===== src/rtl/dsp_mac_sequencer.sv =====
// Stream front-end for a DSP48A1 slice: issues (a,b) pairs with FIRST/ACC opcodes,
// then captures the slice's P output as one dot product per VEC_LEN samples.
module dsp_mac_sequencer #(
  parameter int VEC_LEN = 16,
  parameter int P_LAT   = 3,
  parameter int OP_SKEW = 1
) (
  input  logic        clk,
  input  logic        rst_n,
  input  logic        in_valid,
  output logic        in_ready,
  input  logic [17:0] in_a,
  input  logic [17:0] in_b,
  output logic        out_valid,
  input  logic        out_ready,
  output logic [47:0] out_data,
  output logic [17:0] dsp_a,
  output logic [17:0] dsp_b,
  output logic [7:0]  dsp_opmode,
  output logic        dsp_carryin,
  output logic        dsp_rst,
  input  logic [47:0] dsp_p
);

  localparam logic [7:0] OP_FIRST = 8'h01;
  localparam logic [7:0] OP_ACC   = 8'h09;
  localparam logic [7:0] OP_HOLD  = 8'h08;
  localparam int CW = (VEC_LEN > 1) ? $clog2(VEC_LEN) : 1;
  localparam int WW = (P_LAT > 1) ? $clog2(P_LAT + 1) : 1;

  typedef enum logic [1:0] {IDLE, ACCUM, DRAIN} state_t;

  state_t        state;
  logic [CW-1:0] count;
  logic [WW-1:0] wait_cnt;
  // op_q[0] is aligned with dsp_a/dsp_b; the rest is the skew pipe toward OPMODE
  logic [7:0]    op_q [0:OP_SKEW];
  logic          accept;
  logic          last;
  logic          capture;

  assign accept      = in_valid && in_ready;
  assign last        = (count == CW'(VEC_LEN - 1));
  assign capture     = (state == DRAIN) && (wait_cnt == WW'(P_LAT)) && (!out_valid || out_ready);
  assign dsp_opmode  = op_q[OP_SKEW];
  assign dsp_carryin = 1'b0;

  always_ff @(posedge clk or negedge rst_n) begin
    if (!rst_n) begin
      state     <= IDLE;
      count     <= '0;
      wait_cnt  <= '0;
      in_ready  <= 1'b0;
      out_valid <= 1'b0;
      out_data  <= '0;
      dsp_a     <= '0;
      dsp_b     <= '0;
      dsp_rst   <= 1'b1;
      for (int i = 0; i <= OP_SKEW; i++) op_q[i] <= OP_HOLD;
    end else begin
      dsp_rst <= 1'b0;

      op_q[0] <= accept ? ((count == '0) ? OP_FIRST : OP_ACC) : OP_HOLD;
      for (int i = 1; i <= OP_SKEW; i++) op_q[i] <= op_q[i-1];

      if (accept) begin
        dsp_a <= in_a;
        dsp_b <= in_b;
        count <= last ? '0 : count + CW'(1);
      end

      case (state)
        IDLE, ACCUM: begin
          in_ready <= !(accept && last);
          if (accept) begin
            wait_cnt <= '0;
            state    <= last ? DRAIN : ACCUM;
          end
        end
        DRAIN: begin
          // Slice keeps P steady with HOLD, so a stalled capture just waits here
          if (wait_cnt != WW'(P_LAT)) wait_cnt <= wait_cnt + WW'(1);
          if (capture) begin
            state    <= IDLE;
            in_ready <= 1'b1;
          end
        end
        default: begin
          state    <= IDLE;
          in_ready <= 1'b0;
        end
      endcase

      if (capture) begin
        out_data  <= dsp_p;
        out_valid <= 1'b1;
      end else if (out_valid && out_ready) begin
        out_valid <= 1'b0;
      end
    end
  end

endmodule


===== config.mk =====
export PLATFORM = sky130hd
export DESIGN_NAME = dsp_mac_sequencer
export DESIGN_NICKNAME = d
export VERILOG_FILES = /design/src/rtl/dsp_mac_sequencer.sv
export SDC_FILE = /design/constraint.sdc
export NUM_CORES = 1
export LEC_CHECK = 0
export CAP_MARGIN = 20
export CORE_ASPECT_RATIO = 0.5
export CORE_UTILIZATION = 44
export CTS_BUF_LIST = sky130_fd_sc_hd__clkbuf_8 sky130_fd_sc_hd__clkbuf_16
export CTS_CLUSTER_SIZE = 12
export DETAILED_ROUTE_END_ITERATION = 7
export PLACE_DENSITY = 0.85
export SLEW_MARGIN = 20
export SYNTH_ARGS = -nofsm -noshare
export SYNTH_HDL_FRONTEND = slang
export SYNTH_SLANG_ARGS = --single-unit

===== constraint.sdc =====
create_clock -name clk -period 2.7 [get_ports clk]
set_clock_uncertainty 0.1 [all_clocks]
set_input_delay 0.54 -clock clk [delete_from_list [all_inputs] [get_ports clk]]
set_output_delay 0.54 -clock clk [all_outputs]
set_load 0.005 [all_outputs]

# Word level (Yosys, flattened, before mapping)
# Cells that the tools add are included.
# totals
register_bits	103
input_bits	88
out_inout_bits	96
elab_cells	50
# classes
add_sub_neg	2
eq_ne	8
muxes	14
n_reduce_logical	15
# op_table
operator	count
4-bit two-way mux	3
2-bit two-way mux	5
2-bit one-hot mux with 2 select lines	2
2-bit != test, second input constant	3
1-bit logical AND	5
4-bit by 1-bit adder with 4-bit output, second input constant	1
2-bit equality test, second input constant	2
4-bit equality test, second input constant	1
4-bit logical NOT	1
2-bit nonzero test	2
1-bit two-way mux	3
3-bit AND reduction	1
2-bit by 1-bit adder with 2-bit output, second input constant	1
2-bit by 1-bit equality test with 1-bit output, second input constant	1
1-bit logical NOT	2
2-bit logical NOT	1
2-bit by 1-bit != test with 1-bit output, second input constant	1
1-bit one-hot mux with 2 select lines	1
2-bit AND reduction	1
2-bit OR reduction	1
1-bit logical OR	1

# Longest topological paths before layout
# depth
word_depth	5
ltp_mapped	6
ltp_nobuf	4

# Worst setup path before layout
# Ideal clock, no wire load.
# synth_path
path_type	input to register
startpoint	input out_ready
endpoint	register out_data[38]
setup_ps	125
t_arrival_ps	1406
t_required_ps	2475
path_slack_ps	1068
cell_stages	5
n_path_buf	2
path_cell_list	nand2b_1 > nor2b_4 > buf_6 > buf_12 > mux2_4
# synth_via
elab_chain_len	2
# synth_lines
item	line_no	source
from (decl)	15	input logic out_ready,
1-bit logical OR	44	assign capture = (state == DRAIN) && (wait_cnt == WW'(P_LAT)) && (!out_valid || out_ready);
1-bit logical AND	44	
to (signal assigned)	95	out_data <= dsp_p;
to (decl)	16	output logic [47:0] out_data,
# No other way between the ends.
# A chain may end at the register's enable or synchronous reset.

# Worst setup path in the final report
# layout_path
startpoint	register op_q (netlist bit dsp_opmode[3])
endpoint	output dsp_opmode[3]
# layout_lines
item	line_no	source
from (decl)	37	logic [7:0] op_q [0:OP_SKEW];
to (decl)	19	output logic [7:0] dsp_opmode,
# No word-level cell between the ends.

==> results.md <==
Synth:
- Yosys attributes the largest share of cell area to sky130_fd_sc_hd__dfrtp_1 (62%), sky130_fd_sc_hd__mux2_2 (12%), sky130_fd_sc_hd__nand2_1 (11%), sky130_fd_sc_hd__mux2_4 (3.5%), sky130_fd_sc_hd__buf_4 (2.5%).
- Ranked by instance count, the synthesized netlist is headed by sky130_fd_sc_hd__nand2_1 (115), sky130_fd_sc_hd__dfrtp_1 (96), sky130_fd_sc_hd__mux2_2 (40), sky130_fd_sc_hd__buf_4 (13), sky130_fd_sc_hd__mux2_4 (9).
- The leading register cell type out of synthesis is sky130_fd_sc_hd__dfrtp_1.
- Sequential cells were found to cover 63.9% of the synthesized design area.
- The yosys synthesis warning count is 0.
- The async set-or-reset flop fraction in the synthesized netlist is 100%.
- The count of cell types in the netlist is 30.
- The cell with the most instances after synthesis is sky130_fd_sc_hd__nand2_1.
- In this run the cell area of the synthesized design comes to 3880 sq um.
- The number of flops mapped to enable cells by yosys is 0.
- The top cell type by area accounts for 61.9% of the synthesized area.
- The number of instances in the synthesized netlist is 317.
- The largest total area in the synthesized netlist belongs to sky130_fd_sc_hd__dfrtp_1.
- The count of state elements after synthesis is 99.
- The average instance in the mapped netlist occupies 12.2 sq um.

Floorplan:
- The floorplan step set the die height to 68.4 um.
- The starting density of the core is 47.0%.
- The area of the core region is 8260 sq um.
- The standard-cell row count is 23.
- The die width is 135 um.
- The floorplan step defined a die boundary enclosing 9220 sq um.
- 184 I/O pins were placed.

Drt:
- The final wirelength is 9230 um.
- The via count is 2870.
- Once detail routing completed, the nets flagged for antenna violations numbered 0.
- The remaining design rule violation count is 0.
- In the routed layout, each cell is associated on average with a via count of 4.67.
- The number of optimization iterations in the first detailed-route pass is 4.
- In this run, the number of DRC markers left after iteration 0 of detailed routing was 108.
- The routed length per placed instance is 15.0 um.

Clock tree:
- Buffers added to address setup during post-CTS repair amount to 0.
- The root buffer cell is sky130_fd_sc_hd__clkbuf_16.
- At the later pin of the worst-skew pair, clock insertion delay measures 0.33 ns.
- The number of gates resized after cts is 0.
- The TritonCTS clock tree is built.
- The maximum level of the CTS H-tree is 3.
- The clock-pin slew on the worst setup and hold paths is 0.06 ns.
- After clock tree synthesis, the flow added hold-fix buffers numbering 0.
- The maximum buffer depth of the clock tree is 2.
- The total clock buffers created by CTS is 9.
- The number of sinks handled by clock tree synthesis is 99.

Placement:
- In this run the cell area measured after placement is 5730 sq um.
- The HPWL after detailed placement is 6580 um.
- The weighted congestion at the end of routability-driven global placement is 0.740.
- The number of input and output port buffers inserted is 176.
- The minimum setup slack after placement is 0.518 ns.

Cells and area:
- Of the cells placed in the final design, the portion with a size suffix greater than 1 is 15.9%.
- In the final design database the tool counted 588 nets.
- The repair_antennas step left the layout with diodes totalling 0.
- The area overhead of the layout relative to synthesis is 56.0%.
- The total non-filler cell area in the finished layout is 6050 sq um.
- For this run, the share of the core covered by cells in the final layout is 73.3%.

Timing:
- The final-report hold violation count came to 0.
- The max-slew headroom at the worst pin is 47.4%.
- The time the final worst path needs with I/O delays and setup is 2.00 ns.
- The total count of max-transition violations in the final report is 0.
- The final worst setup slack is 0.697 ns.
- The worst path uses 74.2% of the clock period.
- The number of setup violations in the final report is 0.
- The pin slew with the least headroom to its limit is 0.788 ns.
- For this run, the top clock speed supported by timing is 499 MHz.
- The aggregate negative setup slack is 0 ns.
- Setup repair after global routing left no endpoint under its margin.

Global routing:
- The number of antenna violations at the first check in global routing is 0.
- The maximum number of pins on one net before global-route repair is 64.
- The sum of overflow across all layers after global routing is 0.
- In the global route stage, overall resource usage came out at 20.7%.
- The via count of the first global-routing pass is 2845.
- The first global-routing pass estimated 14300 um of wire.

Worst setup path:
- The arrival time of data at the critical path endpoint is 1.36 ns.
- The signal on the critical path passes through clkdlybuf4s50_1.
- On the worst path, the slowest cell contributes a delay of 0.52 ns.
- At the worst endpoint, the required time is 2.06 ns.
- The critical path's top delay family is flip-flops.
- The kind of start point of the critical path is a flop.
- By startpoint and endpoint, the worst setup path is classified as flop to output pin.
- The buffering stage count on the worst path with inverters included is 1.
- For this design, the slowest cell found on the critical path is sky130_fd_sc_hd__dfstp_2.
- The maximum fanout along the worst path is 1.
- The type of destination of the critical path is an output pin.

Power and ir drop:
- The design internal power is 2.94 mW.
- The combinational share of power is 18.1%.
- The total net switching power is 0.891 mW.
- The clock network burns 36.1% of the power.
- The overall power of the completed layout is 3.83 mW.
- The sequential power share is 45.8%.
- The worst-case IR drop observed on VDD is 379 uV.
- Summed over all cells, the static leakage comes to 2.76 nW.
- The areal power density over the cells is 633 nW/um^2.
- Of the total power, the share spent switching nets is 23.3%.

Job:
- The max-capacitance violation count is 0.

Hold path:
- The path class of the lowest-slack min-delay path is input pin to asynchronous set/reset pin.

Run status:
- The flow ran to the end, and the final reports show no timing, DRC or antenna violations.
-- metrics by stage --
| stage | instances | hold WS [ns] |
|---|---|---|
| finish | 614 | 0.186 |
| global route | 614 | 0.240 |
| floorplan | 324 | 0.144 |
| CTS | 614 | 0.208 |
| detailed placement | 598 | 0.245 |
| global placement | 598 | 0.232 |
-- metal layers --
| layer | track usage (%) | wire, um | vias up |
|---|---|---|---|
| met3 | 5.48 | 433 | 10 |
| met5 | 0 | 0 | - |
| met1 | 24.3 | 3820 | 1414 |
| met2 | 37.8 | 4880 | 84 |
| li1 | - | - | 1362 |
| met4 | 6.88 | 103 | 0 |
-- cells by family after synthesis --
group	synth area share (%)
AOI/OAI and AO/OA	1.68
and+or+nand+nor	13.4
other	0.0967
DFF	63.9
buffers and inverters	4.42
muxes	15.1
adders and majority gates	0.968
xor gates and xnor gates	0.452
-- path summary, 6_finish.rpt --
check / from / to / slack (ns) / cells after the start
min: rst_n / out_data[42] / 0.19 / 1
max in group asynchronous: rst_n / out_data[25] / 1.61 / 2
min in group clk: op_q[8] / dsp_opmode[0] / 0.25 / 0
max: dsp_opmode[3] / dsp_opmode[3] / 0.70 / 1
min reg2reg: op_q[8] / dsp_opmode[0] / 0.25 / 0
max reg2reg: wait_cnt[0] / out_data[20] / 0.93 / 5
-- state kept, by name, summed over array words and instances (netlist names) --
signal / cells
op_q: 2
wait_cnt: 2
state: 2
out_valid: 1
dsp_a: 18
dsp_opmode: 2
count: 4
dsp_b: 18
dsp_rst: 1
in_ready: 1
out_data: 48
-- power groups by stage --
stage / clock network, mW / logic, mW / registers [mW]
2_1_floorplan: 0 / 0.230 / 1.77
3_3_place_gp: 0 / 0.681 / 1.77
3_5_place_dp: 0 / 0.696 / 1.78
4_1_cts: 1.42 / 0.702 / 1.75
5_1_grt: 1.48 / 0.760 / 1.77
6_report: 1.38 / 0.693 / 1.75
-- area by class of cell --
class / count / area (sq um)
sequential: 99 / 2480
fill: 572 / 2200
timing repair buffer: 185 / 1840
multi-input combinational: 199 / 1250
clock buffer: 11 / 253
tap: 112 / 140
clock inverter: 5 / 76.3
inverter: 3 / 11.3
-- layout by cell type (no fill, tap or decap), types with 2 or more instances in the layout --
master / count
sky130_fd_sc_hd__a21oi_1: 2
sky130_fd_sc_hd__a22o_1: 2
sky130_fd_sc_hd__buf_4: 9
sky130_fd_sc_hd__bufinv_16: 2
sky130_fd_sc_hd__clkbuf_16: 9
sky130_fd_sc_hd__clkbuf_8: 2
sky130_fd_sc_hd__clkdlybuf4s50_1: 175
sky130_fd_sc_hd__conb_1: 8
sky130_fd_sc_hd__dfrtp_1: 96
sky130_fd_sc_hd__dfstp_2: 3
sky130_fd_sc_hd__ha_1: 3
sky130_fd_sc_hd__inv_1: 3
sky130_fd_sc_hd__mux2_2: 40
sky130_fd_sc_hd__mux2_4: 9
sky130_fd_sc_hd__nand2_1: 115
sky130_fd_sc_hd__nand2b_1: 2
sky130_fd_sc_hd__nand3_1: 2
sky130_fd_sc_hd__nor2_1: 4
sky130_fd_sc_hd__o21ai_0: 3
Note: power is estimated with default switching activity, not from simulation.
